**src/rtl/stopwatch_counter.sv**
```systemverilog
// Stopwatch time base: MM:SS counter with run/pause FSM and a no-carry adjust mode.
// Optional blink mask for the field being adjusted: define STOPWATCH_BLINK_EN.
module stopwatch_counter #(
    parameter int MAX_MIN = 59,
    parameter int MAX_SEC = 59
) (
    input  logic       clk,
    input  logic       rst_n,
    input  logic       tick_1hz,
    input  logic       tick_2hz,
    input  logic       pause,
    input  logic       clear,
    input  logic       adj,
    input  logic       sel,
    output logic [5:0] minutes,
    output logic [5:0] seconds,
    output logic       running,
    output logic       blank_min,
    output logic       blank_sec
);

    localparam logic [5:0] MAX_MIN_V = 6'(MAX_MIN);
    localparam logic [5:0] MAX_SEC_V = 6'(MAX_SEC);

    typedef enum logic {
        PAUSED = 1'b0,
        RUN    = 1'b1
    } state_t;

    state_t     state_reg;
    logic       running_reg;
    logic [5:0] min_reg;
    logic [5:0] sec_reg;
    logic       toggle_pause;

    assign toggle_pause = pause & ~adj;

    // Every branch reads state_reg as held at the start of the cycle, so a tick
    // coincident with pause uses the old run state.
    always_ff @(posedge clk or negedge rst_n) begin
        if (!rst_n) begin
            state_reg   <= PAUSED;
            running_reg <= 1'b0;
            min_reg     <= '0;
            sec_reg     <= '0;
        end else begin
            if (toggle_pause) begin
                state_reg   <= (state_reg == RUN) ? PAUSED : RUN;
                running_reg <= (state_reg != RUN);
            end

            if (clear) begin
                min_reg <= '0;
                sec_reg <= '0;
            end else if (adj) begin
                if (tick_2hz) begin
                    if (sel)
                        sec_reg <= (sec_reg >= MAX_SEC_V) ? 6'd0 : sec_reg + 6'd1;
                    else
                        min_reg <= (min_reg >= MAX_MIN_V) ? 6'd0 : min_reg + 6'd1;
                end
            end else if (state_reg == RUN && tick_1hz) begin
                if (sec_reg >= MAX_SEC_V) begin
                    sec_reg <= '0;
                    min_reg <= (min_reg >= MAX_MIN_V) ? 6'd0 : min_reg + 6'd1;
                end else begin
                    sec_reg <= sec_reg + 6'd1;
                end
            end
        end
    end

    assign minutes = min_reg;
    assign seconds = sec_reg;
    assign running = running_reg;

`ifdef STOPWATCH_BLINK_EN
    logic toggle_reg;
    logic toggle_next;
    logic blank_min_reg;
    logic blank_sec_reg;

    always_comb begin
        toggle_next = toggle_reg;
        if (!adj)
            toggle_next = 1'b0;
        else if (tick_2hz)
            toggle_next = ~toggle_reg;
    end

    // Masks are registered from the new toggle value so they line up with the
    // field update they accompany.
    always_ff @(posedge clk or negedge rst_n) begin
        if (!rst_n) begin
            toggle_reg    <= 1'b0;
            blank_min_reg <= 1'b0;
            blank_sec_reg <= 1'b0;
        end else begin
            toggle_reg    <= toggle_next;
            blank_sec_reg <= adj & sel & toggle_next;
            blank_min_reg <= adj & ~sel & toggle_next;
        end
    end

    assign blank_min = blank_min_reg;
    assign blank_sec = blank_sec_reg;
`else
    assign blank_min = 1'b0;
    assign blank_sec = 1'b0;
`endif

endmodule

```
**config.mk**
```make
export PLATFORM = sky130hd
export DESIGN_NAME = stopwatch_counter
export DESIGN_NICKNAME = d
export VERILOG_FILES = /design/src/rtl/stopwatch_counter.sv
export SDC_FILE = /design/constraint.sdc
export NUM_CORES = 1
export LEC_CHECK = 0
export CORE_UTILIZATION = 47
export DETAILED_ROUTE_END_ITERATION = 10
export PLACE_DENSITY = 0.87
export RECOVER_POWER = 25
export SLEW_MARGIN = 15
export SYNTH_ARGS = -nofsm -noshare
export SYNTH_HDL_FRONTEND = slang
export SYNTH_SLANG_ARGS = --single-unit
```
**constraint.sdc**
```tcl
create_clock -name clk -period 2.46 [get_ports clk]
set_input_delay 0.492 -clock clk [delete_from_list [all_inputs] [get_ports clk]]
set_output_delay 0.492 -clock clk [all_outputs]
set_load 0.02 [all_outputs]
```
==> impl_metrics.json, run 1 <==
{
  "status": "finished, final reports clean",
  "netlist_area_sq_um": 726,
  "hp-class": "flop to flop",
  "drt_iter0_drc": 9,
  "numCtsBuffers": 3,
  "slew_viol_final": 0,
  "min_period_ps": 1960,
  "setup_tns_ps": 0,
  "grt_pass1_wl_um": 2190,
  "n_fill_cell": 110,
  "fp-row-count": 13,
  "slew_headroom": 0.605,
  "rsz0062_at_grt": "no",
  "fmax_mhz": 510,
  "tightestPinTransition_ps": 593,
  "p_sw_frac": 0.322,
  "start_kind": "flop",
  "drt-vias-per-instance": 5.56,
  "gp_congestion": 0.714,
  "cts-htree-levels": 1,
  "yosysUniqueCellTypes": 32,
  "clockPowerShare": 0.226,
  "p_comb_frac": 0.301,
  "hold_buffers": 0,
  "ys_warn_count": 0,
  "synth_cells": 77,
  "grt-ovfl-total": 0,
  "synthTopCellsByArea": "dfrtp_1, o21ai_0, nand2_1, ha_1, nand2b_1",
  "cts_tree": "yes",
  "ios": 23,
  "fin_util": 0.691,
  "path_max_fanout": 11,
  "dp_hpwl_um": 1120,
  "routed-wl-met3_um": 58,
  "peakVddDrop_v": 0.000414,
  "hold_violations": 0,
  "clkTransAtPathRegs_ps": 80,
  "core_region_area_sq_mm": 0.00137,
  "grt_max_degree": 14,
  "m1WireLength_um": 689,
  "dieArea_sq_mm": 0.00171,
  "antenna_found_initial": 0,
  "grt_pass1_vias": 534,
  "avgSynthCellArea_sq_um": 9.42,
  "dieWidth_um": 41.3,
  "firstDrtPassIters": 4,
  "synth_top_area_frac": 0.448,
  "powerDensity_mw_per_mm2": 598,
  "post_cts_resized": 0,
  "maxCapViolCount": 0,
  "cts_buffer_depth": 2,
  "cts-root-buf": "clkbuf_4",
  "numClockSinks": 13,
  "final_antenna_net_count": 0,
  "r2r_slack_ps": 500,
  "regArea_sq_um": 325,
  "antenna_cells": 0,
  "area_delta_synth_final_pct": 30.2,
  "ys_ff_latch": 13,
  "wl_met2_um": 699,
  "post_cts.repair.setup_buffers": 0,
  "dp.cells": 109,
  "power.internal_mw": 0.383,
  "yosys.area.top_type": "dfrtp_1",
  "worstSkewPairLatency_ps": 260,
  "drc": 0,
  "multi_input_comb_area_sq_um": 363,
  "grt_util_all_layers": 0.197,
  "die_h_um": 41.3,
  "end_kind": "flop",
  "crit_type": "flop to flop",
  "final_common_cell": "clkdlybuf4s50_1",
  "skew_ps": 5.08,
  "min_period_over_period": 0.797,
  "start_util": 0.531,
  "p_sw_mw": 0.182,
  "critical_path_arrival_ps": 2120,
  "wl_per_cell_um": 12.8,
  "pwr-share-seq": 0.473,
  "top_layer_used": "met3",
  "ys_seq_area_frac": 0.448,
  "nets": 109,
  "io_buffers": 20,
  "routed_wl_um": 1450,
  "cp.required_ps": 2620,
  "setup_viol": 0,
  "p_leak_nw": 0.400,
  "layout-drive-gt1-share": 0.0612,
  "num_vias": 628,
  "final_cell_mix": "clkdlybuf4s50_1, dfrtp_1, nand2_1, o21ai_0",
  "final_cell_count_no_fill": 113
}
routing by layer:
metal / track usage / vias up
met2: 0.344 / 16
met1: 0.241 / 296
met3: 0.0319 / 0
met4: 0.0726 / 0
li1: - / 316
met5: 0 / -
cell usage after synthesis (all sizes together):
cell	count
a22oi	1
a31oi	1
xnor2	1
o31ai	2
or4	1
conb	1
nor2	2
buf	3
inv	3
ha	2
o2111a	2
nor2b	1
nand2b	4
o22ai	1
and2	2
a21oi	2
o22a	2
a211oi	1
dfrtp	13
o21ai	10
nor3b	1
a311oi	1
and3b	1
nand3b	1
clkbuf	1
nand3	4
nand2	9
nor3	3
and3	1
worst paths after layout:
| kind | startpoint | end | cells past startpoint |
|---|---|---|---|
| max | seconds[0] | minutes[5] | 5 |
| min | state_reg | state_reg | 1 |
| max reg2reg | seconds[0] | minutes[5] | 5 |
| min reg2reg | state_reg | state_reg | 1 |
| max in group asynchronous | rst_n | seconds[1] | 1 |
| min in group asynchronous | rst_n | minutes[3] | 1 |
power by group through the flow:
stage / Combinational [mW] / Clock [mW] / Sequential [mW]
detailed placement: 0.172 / 0 / 0.271
global placement: 0.168 / 0 / 0.270
finish: 0.170 / 0.128 / 0.267
global route: 0.188 / 0.142 / 0.272
CTS: 0.173 / 0.130 / 0.267
floorplan: 0.0644 / 0 / 0.300
through the flow:
step | total power, mW | hold WS [ps] | worst slack (ps) | area (sq um)
final | 0.565 | 505 | 500 | 945
after floorplan | 0.364 | 196 | 684 | 729
after CTS | 0.570 | 511 | 501 | 945
after global placement | 0.438 | 477 | 385 | 918
after detailed placement | 0.443 | 497 | 329 | 918
after global routing | 0.602 | 552 | 354 | 945
final cells by class:
cell class | count | share of cell area
inverters | 3 | 0.0119
multi-input cells | 58 | 0.384
clock buffers | 4 | 0.0278
flip-flops and latches | 13 | 0.344
well taps | 15 | 0.0199
repair buffers | 20 | 0.212
kinds of logic (layout without fill, tap and decap cells):
group	after synthesis	in the layout	share of synthesized area
AND/OR/NAND/NOR	30	30	0.217
AO/OA/AOI/OAI	23	23	0.226
flip-flops	13	13	0.448
buffers and inverters	7	27	0.0569
adder cells (fa/ha/maj)	2	2	0.0345
other	1	2	0.00517
XOR/XNOR	1	1	0.0121
critical path, cell delays in order (launching register included):
cell and delay [ps]:
dfrtp_1 420, ha_1 260, o2111a_2 290, a311oi_2 570, nor3_1 120, o22a_1 190
Power figures use the tool's default switching activity.
==> run 2, diff against run 1 <==
CORE_UTILIZATION = 40   (was 47)
PLACE_DENSITY = 0.79   (was 0.87)
clock period = 1.65 ns   (was 2.46 ns; I/O delays follow)
==> run 2 against run 1 <==
  * Cell count grew 22%
  * Largest cell class unchanged
  * Utilization shrank 5.2 points
  * First-iteration DRC count grew 33%
  * Global-route usage grew 0.35 points
  * Highest routed layer is now met4
  * Critical path type is now flop to primary output
==> impl_metrics.json, run 2 (same netlist as run 1, synthesis figures left out) <==
{
  "dp_hpwl_um": 1330,
  "grt_max_degree": 14,
  "fmax_mhz": 615,
  "final_antenna_net_count": 0,
  "critical_path_arrival_ps": 1300,
  "r2r_slack_ps": 30,
  "cts_tree": "yes",
  "drc": 0,
  "min_to": "state_reg",
  "cp_cell_sequence": "clkdlybuf4s50_1",
  "setup_viol": 0,
  "antenna_found_initial": 0,
  "post-place-ws_ps": -166,
  "r2r_cells": 6,
  "cts-htree-levels": 1,
  "drt_iter0_drc": 12,
  "gp_congestion": 0.861,
  "cpMaxStageDelayCell": "clkdlybuf4s50_1",
  "cts-root-buf": "clkbuf_4",
  "cp.required_ps": 1320,
  "maxCapViolCount": 0,
  "skew_ps": 9.64,
  "start_util": 0.425,
  "finalPower_mw": 0.913,
  "layout-drive-gt1-share": 0.212,
  "r2r_start": "seconds[0]",
  "area_delta_synth_final_pct": 50.5,
  "fp-row-count": 15,
  "antenna_cells": 0,
  "final_cell_mix": "buf_4, dfrtp_1, nand2_1, o21ai_0, dlygate4sd2_1",
  "end_kind": "primary output",
  "dp.cells": 132,
  "drt-vias-per-instance": 5.28,
  "holdPathStages": 1,
  "firstDrtPassIters": 4,
  "p_leak_nw": 0.541,
  "routed_wl_um": 1820,
  "start_kind": "flop",
  "powerDensity_mw_per_mm2": 836,
  "r2r-end": "minutes[5]",
  "num_vias": 728,
  "critPathTopFamily": "buffers and inverters",
  "grt_util_all_layers": 0.200,
  "core_region_area_sq_mm": 0.00171,
  "grt-ovfl-total": 0,
  "final_cell_count_no_fill": 138,
  "placed_area_sq_mm": 0.00103,
  "fin_util": 0.640,
  "numCtsBuffers": 3,
  "min_from": "state_reg",
  "multi_input_comb_area_sq_um": 392,
  "die_h_um": 44.6,
  "slew_headroom": 0.518,
  "fin_area_sq_mm": 0.00109,
  "path_buf_inv": 1,
  "grt_pass1_vias": 689,
  "io_buffers": 20,
  "final_common_cell": "buf_4",
  "hp-class": "flop to flop",
  "worstSkewPairLatency_ps": 280,
  "ios": 23,
  "peakVddDrop_v": 0.000505,
  "min_period_ps": 1630,
  "nets": 124,
  "numClockSinks": 13,
  "worst_slack_ps": 24.5,
  "path_max_fanout": 3,
  "hold_violations": 0,
  "critPathMaxStageDelay_ps": 630,
  "regArea_sq_um": 328,
  "min_period_over_period": 0.985,
  "rsz0062_at_grt": "yes",
  "grt_pass1_wl_um": 2870,
  "cts_buffer_depth": 2,
  "dieArea_sq_mm": 0.00199,
  "wl_per_cell_um": 13.2,
  "clkTransAtPathRegs_ps": 70,
  "n_fill_cell": 144,
  "dieWidth_um": 44.6,
  "status": "finished, final reports clean",
  "crit_type": "flop to primary output",
  "tightestPinTransition_ps": 723,
  "slew_viol_final": 0
}
## run 2: changes by cell type in the layout (fill, tap and decap cells not counted), moves of 2 or more
cell and change:
dfrtp_1 -2, dfrtp_2 +2, buf_4 +12, dlymetal6s2s_1 +2, dlygate4sd2_1 +9, clkdlybuf4s50_1 -11
## run 2: worst max-delay path by stage
stage,from,end,depth (start not counted)
after floorplan,seconds[0],minutes[5],6
after global placement,adj,seconds[2],5
after detailed placement,adj,seconds[2],5
after CTS,minutes[5],minutes[5],1
after global routing,seconds[0],minutes[5],6
final,state_reg,running,1
## run 2: timing repair
action | CTS | global route
cloned | 0 | 1
resized for setup | 9 | 7
hold buffers | 0 | 0
pin swaps | 0 | 1
endpoints found under the setup margin | 9 | 6
buffers inserted | 0 | 1
## run 2: worst register-to-register path, cell delays in order, from the launching register on
cell,delay (ps)
dfrtp_2,430
ha_4,170
o2111a_2,270
a311oi_4,270
buf_6,160
nor3_2,40
o22a_1,180
## run 2: where the power goes
part           leakage (nW)  total (mW)  internal, mW  switching (mW)
combinational         0.354       0.317         0.155           0.162
clock                0.0150       0.198        0.0938           0.104
sequential            0.172       0.398         0.359          0.0388
total                 0.541       0.913         0.607           0.305
## run 2: layer usage
metal / wire [um] / part of all wire / GRT usage
met1: 719 / 0.40 / 0.203
met2: 1020 / 0.56 / 0.388
met3: 73 / 0.040 / 0.0735
met4: 7 / 0.0039 / 0.0364
met5: 0 / 0 / 0
## run 2: metrics by stage
| stage | hold slack [ps] | TNS [ps] |
|---|---|---|
| after CTS | 354 | 0 |
| final | 514 | 0 |
| after global routing | 539 | -167 |
| after floorplan | 34.4 | 0 |
| after detailed placement | 487 | -1400 |
| after global placement | 482 | -734 |
## run 2: layout make-up
class,instances,share of cell area
timing repair buffer,35,0.278
multi-input combinational,58,0.359
tap,25,0.0286
sequential,13,0.300
clock buffer,4,0.0241
inverter,3,0.0103
==> run 3, diff against run 2 <==
clock period = 1.3 ns   (was 1.65 ns; I/O delays follow)
==> run 3 against run 2 <==
  * Critical path type is now flop to flop
  * Setup slack got worse by 330 ps
  * Design area is 14% higher
  * Utilization grew 9.0 points
  * Die area is the same
  * The flow now finishes with violations (negative setup slack)
  * Largest power group is now combinational logic
  * Hold slack gained 35 ps
  * Wire length up 23%
  * Register-to-register slack worse by 330 ps
==> impl_metrics.json, run 3 (same netlist as run 1, synthesis figures left out) <==
{
  "status": "finished with violations",
  "violations": "negative setup slack",
  "grt_util_all_layers": 0.252,
  "start_util": 0.425,
  "skew_ps": 7.83,
  "fin_util": 0.730,
  "critPathMaxStageDelay_ps": 430,
  "dp.cells": 144,
  "numClockSinks": 13,
  "final_cell_count_no_fill": 154,
  "crit_start": "seconds[1]",
  "fp-row-count": 15,
  "r2r_start": "seconds[1]",
  "gr-max-usage-layer": "met2",
  "area_delta_synth_final_pct": 71.7,
  "dieArea_sq_mm": 0.00199,
  "critical_path_arrival_ps": 1760,
  "cts-root-buf": "clkbuf_4",
  "layout-drive-gt1-share": 0.465,
  "num_vias": 801,
  "grtUsageMet2": 0.494,
  "clkTransAtPathRegs_ps": 80,
  "drt-vias-per-instance": 5.20,
  "final_cell_mix": "buf_4, dfrtp_1, nand2_1, buf_2, o21ai_1",
  "firstDrtPassIters": 4,
  "crit_type": "flop to flop",
  "cp.required_ps": 1450,
  "tightestPinTransition_ps": 714,
  "drc": 0,
  "routed_wl_um": 2240,
  "final_common_cell": "buf_4",
  "ios": 23,
  "hold_buffers": 0,
  "dieWidth_um": 44.6,
  "hp-class": "primary input to asynchronous set/reset pin",
  "n_fill_cell": 136,
  "slew_viol_final": 0,
  "hold_violations": 0,
  "die_h_um": 44.6,
  "peakVddDrop_v": 0.000717,
  "dp_hpwl_um": 1610,
  "drt_iter0_drc": 4,
  "worstSkewPairLatency_ps": 270,
  "cts_tree": "yes",
  "gr-usage-met1": 0.246,
  "cts-htree-levels": 1,
  "rsz0062_at_grt": "yes",
  "grt_pass1_wl_um": 3620,
  "finalPower_mw": 1.29,
  "setup_viol": 13,
  "worst_slack_ps": -301,
  "gr-usage-met3": 0.0367,
  "cts_buffer_depth": 2,
  "path_max_fanout": 5,
  "numCtsBuffers": 3,
  "min_period_ps": 1600,
  "cpMaxStageDelayCell": "dfrtp_2",
  "nets": 140,
  "maxCapViolCount": 0,
  "slew_headroom": 0.524,
  "antenna_found_initial": 0,
  "powerDensity_mw_per_mm2": 1030,
  "cp_cell_sequence": "ha_4 > o2111a_2 > a311oi_4 > buf_6 > nor3_2 > o22a_1",
  "min_period_over_period": 1.23,
  "end_kind": "flop",
  "grt_max_degree": 14,
  "start_kind": "flop",
  "grt-ovfl-total": 0,
  "final_antenna_net_count": 0,
  "grt_pass1_vias": 884,
  "p_leak_nw": 0.599,
  "wl_per_cell_um": 14.5,
  "antenna_cells": 0,
  "io_buffers": 20,
  "fmax_mhz": 625,
  "gp_congestion": 0.866,
  "core_region_area_sq_mm": 0.00171
}
## run 3: cell types whose count changed in the layout (fill, tap and decap cells not counted), moves of 3 or more
cell / previous run / this run
o21ai_0: 9 / 1
dlygate4sd2_1: 9 / 1
buf_6: 1 / 4
buf_4: 12 / 26
o21ai_1: 1 / 8
buf_2: 1 / 9
## run 3: path summary, 6_finish.rpt
path / cells past startpoint / slack [ps] / to
max: 6 / -300 / minutes[5]
min: 2 / 550 / minutes[3]
max reg2reg: 6 / -300 / minutes[5]
min reg2reg: 2 / 570 / minutes[0]
max in group asynchronous: 2 / 250 / seconds[0]
min in group clk: 2 / 570 / minutes[0]
## run 3: report_power, final
part | internal [mW] | switching, mW | total, mW
Combinational | 0.286 | 0.262 | 0.548
Sequential | 0.456 | 0.0378 | 0.493
Clock | 0.119 | 0.127 | 0.246
## run 3: worst max-delay path, delay by kind of cell, from the launching register on
| kind | cells | cell delay, ps |
|---|---|---|
| buffers and inverters | 1 | 160 |
| and+or+nand+nor | 1 | 40 |
| AOI/OAI and AO/OA | 3 | 700 |
| adders and majority gates | 1 | 170 |
| DFF | 1 | 430 |
## run 3: per-layer routing
layer / vias up / wire length [um]
met1: 383 / 841
met2: 24 / 1240
met5: - / 0
met3: 10 / 76
met4: 0 / 80
li1: 384 / -
## run 3: final cells by class
| cell class | instances | area, sq um | share of cell area |
|---|---|---|---|
| clock buffer | 4 | 26.3 | 0.0211 |
| inverter | 3 | 11.3 | 0.00904 |
| multi-input combinational | 58 | 457 | 0.366 |
| sequential | 13 | 328 | 0.263 |
| tap | 25 | 31.3 | 0.0251 |
| timing repair buffer | 51 | 393 | 0.315 |
## run 3: timing repair
action,in CTS,in global routing
endpoints found under the setup margin,25,16
endpoints found under the hold margin,0,0
pin swaps,3,0
gates cloned,1,0
setup buffers,5,0
resized for setup,59,10
## run 3: per-stage QoR
stage               TNS [ps]  hold WS (ps)  worst slack [ps]  instance area, sq um
global route           -3610           589              -349                  1250
floorplan              -2520         -35.6              -296                   759
finish                 -2980           549              -301                  1250
CTS                    -2770           298              -339                  1210
detailed placement     -4520           563              -460                  1150
global placement       -3710           561              -388                  1150
==> patch 1 (flow settings as in run 3) <==
Change the parameter `MAX_MIN` from 59 to 32.
--- a/src/rtl/stopwatch_counter.sv
+++ b/src/rtl/stopwatch_counter.sv
@@ -1,7 +1,7 @@
 // Stopwatch time base: MM:SS counter with run/pause FSM and a no-carry adjust mode.
 // Optional blink mask for the field being adjusted: define STOPWATCH_BLINK_EN.
 module stopwatch_counter #(
-    parameter int MAX_MIN = 59,
+    parameter int MAX_MIN = 32,
     parameter int MAX_SEC = 59
 ) (
     input  logic       clk,
Check against the original RTL: same outputs for any inputs over 10 cycles, from zero or initial values and one cycle with rst_n low; that may be too few to reach the edited logic, so the function may still have changed.
==> patch 1 against run 3 <==
The flow still finishes with violations (negative setup slack). Critical path type unchanged. Sequential share of layout area down 0.72 points. Count of clock-buffer cells in the layout down 1. Non-clock buffer count down 3. Routed wire length down 3.8%. Sequential cell count unchanged. Critical endpoint unchanged. Maximum frequency down 1.7%. Clock power up 11%. Largest cell class unchanged. Final area up 3.2%. Area after synthesis up 3.8%. Setup slack worse by 0.028 ns. Power up 8.7%.
==> patch 1: results <==
timing:
  setup-tns-final_ns: -2.848
  slew_headroom: 0.5061
  setup_viol: 15
  skew_ns: 0.006643
  setup_ws_ns: -0.3290
synthesis:
  synth-compound-area-share: 0.2010
  synthCells: 79
  synth_fa_ha_area_frac: 0.06312
global_route:
  use_met3: 0.02778
  grt_usage: 0.2387
  met1_usage: 0.3106
  grt.met2_usage: 0.3886
pwr:
  internal_power_uw: 895.7
  p_sw_frac: 0.3596
  p_leak_nw: 0.6239
status:
  status: "finished, violations left"
  failed_checks: "negative setup slack"
clock_network:
  cts_setup_buffers: 2
  clk_pin_slew_ns: 0.10
  insertion_delay_ns: 0.29
worst_setup_path:
  crit_fanout: 6
final_layout:
  nets: 139
  fin_cells: 152
place:
  place_hpwl_um: 1421
  gp_congestion: 0.7891
route:
  drt_iter0_drc: 21
  met1Wirelength_um: 924
## patch 1: area by class of cell
class | count | area, sq um
Timing Repair Buffer | 48 | 396.6
Inverter | 2 | 7.507
Clock inverter | 1 | 5.005
Sequential cell | 13 | 329.1
Tap cell | 25 | 31.28
Clock buffer | 3 | 22.52
Multi-Input combinational cell | 60 | 494.2
Fill cell | 129 | 459.2
## patch 1: worst paths after layout
kind | start | end | slack (ns) | cells after the start
setup reg to reg | seconds[0] | minutes[5] | -0.33 | 6
hold reg to reg | minutes[5] | minutes[5] | 0.56 | 2
hold / removal | adj | state_reg | 0.46 | 3
max in group asynchronous | rst_n | state_reg | 0.25 | 2
setup / recovery | seconds[0] | minutes[5] | -0.33 | 6
min in group asynchronous | rst_n | seconds[5] | 0.53 | 2
## patch 1: critical path, stage by stage, from the launching register on
cell,delay [ns]
dfrtp_2,0.44
ha_4,0.17
o2111a_2,0.30
a211oi_4,0.32
buf_4,0.19
nand2_1,0.05
o31ai_1,0.07
==> patch 2 (flow settings as in run 3) <==
Without the edit above. Register the output `minutes` once more; this adds one clock of latency there. The other outputs are not delayed to match.
--- a/src/rtl/stopwatch_counter.sv
+++ b/src/rtl/stopwatch_counter.sv
@@ -70,7 +70,9 @@
         end
     end
 
-    assign minutes = min_reg;
+    always_ff @(posedge clk) begin
+        minutes <= min_reg;
+    end
     assign seconds = sec_reg;
     assign running = running_reg;
 
Behaviour: not the same (a bounded check fails within 4 cycles, from zero or initial values and one cycle with rst_n low).
==> patch 2 against run 3 <==
Combinational power is 17% higher. Routed wire length is 14% higher. Sequential cell count is 6 higher. The flow still finishes with violations (negative setup slack). Final area is 14% higher. Setup slack better by 0.026 ns. Area after synthesis is 15% higher. Power is 31% higher. Global-route usage is 2.2 points lower. Highest routed layer unchanged.
==> patch 2: results <==
synthesis:
  async_flop_share: 0.6842
  synthDistinctLibCells: 29
  synthTopCellsByArea: "dfrtp_1 39%, dfxtp_1 14%, o21ai_0 5.4%"
  synth_fa_ha_area_frac: 0.02994
  synth_xor_area_frac: 0.01048
  netlist_top_cells_count: "13 x dfrtp_1, 9 x o21ai_0, 6 x dfxtp_1"
  synth-compound-area-share: 0.2081
  synthFlopType: "dfrtp_1"
  synth-seq-area-share: 0.5329
  synth_mux_area_frac: 0.01198
place:
  place_hpwl_um: 1494
  gp_congestion: 0.8660
  portBuffers: 20
final_layout:
  drive_above_1_share: 0.4882
  nets: 138
clock_network:
  cts_buffers: 3
  cts_buffer_depth: 2
  htree_levels: 1
  insertion_delay_ns: 0.30
  clk_pin_slew_ns: 0.11
timing:
  slew_headroom: 0.5030
  setup-tns-final_ns: -2.610
  setup_ws_ns: -0.2755
  skew_ns: 0.002635
  setup_viol: 12
status:
  failed_checks: "negative setup slack"
  status: "finished, violations left"
worst_hold_path:
  hold_path.class: "reg2reg"
route:
  wire_per_inst_um: 16.49
  vias_per_cell: 5.416
  route.met2.wl_um: 1408
  wl_met3_um: 91
  drt_iter0_drc: 10
  met1Wirelength_um: 981
  top_layer: "met4"
  first_pass_iters: 4
global_route:
  grt_pass1_wl_um: 3519
  first_global_vias: 803
  grt_max_degree: 14
  grt_usage: 0.2296
pwr:
  irDropWorstVdd_mv: 0.7239
  p_leak_nw: 0.6703
die:
  rows: 16
worst_setup_path:
  crit_fanout: 5
[patch 2: cell count changes after synthesis, moves of 2 or more]
cell | before | now
or2_2 | 0 | 3
and2_1 | 2 | 0
o2bb2ai_1 | 0 | 3
nand2_1 | 9 | 5
dfxtp_1 | 0 | 6
[patch 2: worst max-delay path, cell delays in order, from the launching register on]
cell and delay, ns:
dfrtp_2 0.44, ha_4 0.17, o2111a_2 0.28, buf_4 0.15, o32a_4 0.23, a41oi_2 0.14, a21oi_1 0.06
[patch 2: final cells by class]
type | instances | area [sq um]
Fill cell | 160 | 546.8
Multi-Input combinational cell | 55 | 501.7
Clock buffer | 4 | 26.28
Timing Repair Buffer | 47 | 395.4
Sequential cell | 19 | 450.4
Tap cell | 27 | 33.78
Inverter | 2 | 7.507
[patch 2: through the flow]
| step | setup slack [ns] | cells | cell area [sq um] |
|---|---|---|---|
| 3_3_place_gp | -0.4937 | 144 | 1256 |
| 5_1_grt | -0.3102 | 154 | 1415 |
| 2_1_floorplan | -0.2667 | 77 | 872.1 |
| 3_5_place_dp | -0.5119 | 144 | 1256 |
| 6_report | -0.2755 | 154 | 1415 |
| 4_1_cts | -0.2914 | 152 | 1339 |
[patch 2: final timing paths]
| path | from | end | slack [ns] | cells past startpoint |
|---|---|---|---|---|
| min reg2reg | min_reg[5] | minutes[5] | 0.46 | 0 |
| max in group asynchronous | rst_n | state_reg | 0.26 | 2 |
| max | seconds[1] | min_reg[5] | -0.28 | 6 |
| max reg2reg | seconds[1] | min_reg[5] | -0.28 | 6 |
| min | min_reg[5] | minutes[5] | 0.46 | 0 |
| min in group asynchronous | rst_n | min_reg[3] | 0.53 | 2 |
[patch 2: cell families (layout without fill, tap and decap cells)]
logic type,after synthesis,after routing
buffers and inverters,4,53
multiplexers,1,1
AND/OR/NAND/NOR,26,26
adder cells (fa/ha/maj),2,2
flip-flops,19,19
XOR/XNOR,1,1
AO/OA/AOI/OAI,22,23
other,1,2
[patch 2: routing by layer]
layer | up-vias | track usage
met2 | 28 | 0.3919
met4 | 0 | 0.1444
met3 | 8 | 0.04151
li1 | 381 | -
met5 | - | 0
met1 | 417 | 0.2628
[patch 2: what timing repair did]
item | CTS | global route
hold buffers | 0 | 0
buffers inserted | 3 | 3
pin swaps | 10 | 8
endpoints found under the hold margin | 0 | 0
gates cloned | 1 | 0
endpoints found under the setup margin | 25 | 19
resized for setup | 37 | 29
[patch 2: power breakdown]
part | switching [mW] | internal [mW] | leakage (nW) | total (mW)
logic | 0.306 | 0.336 | 0.437 | 0.642
clock network | 0.189 | 0.120 | 0.0150 | 0.308
registers | 0.0580 | 0.673 | 0.218 | 0.731
total | 0.553 | 1.13 | 0.670 | 1.68
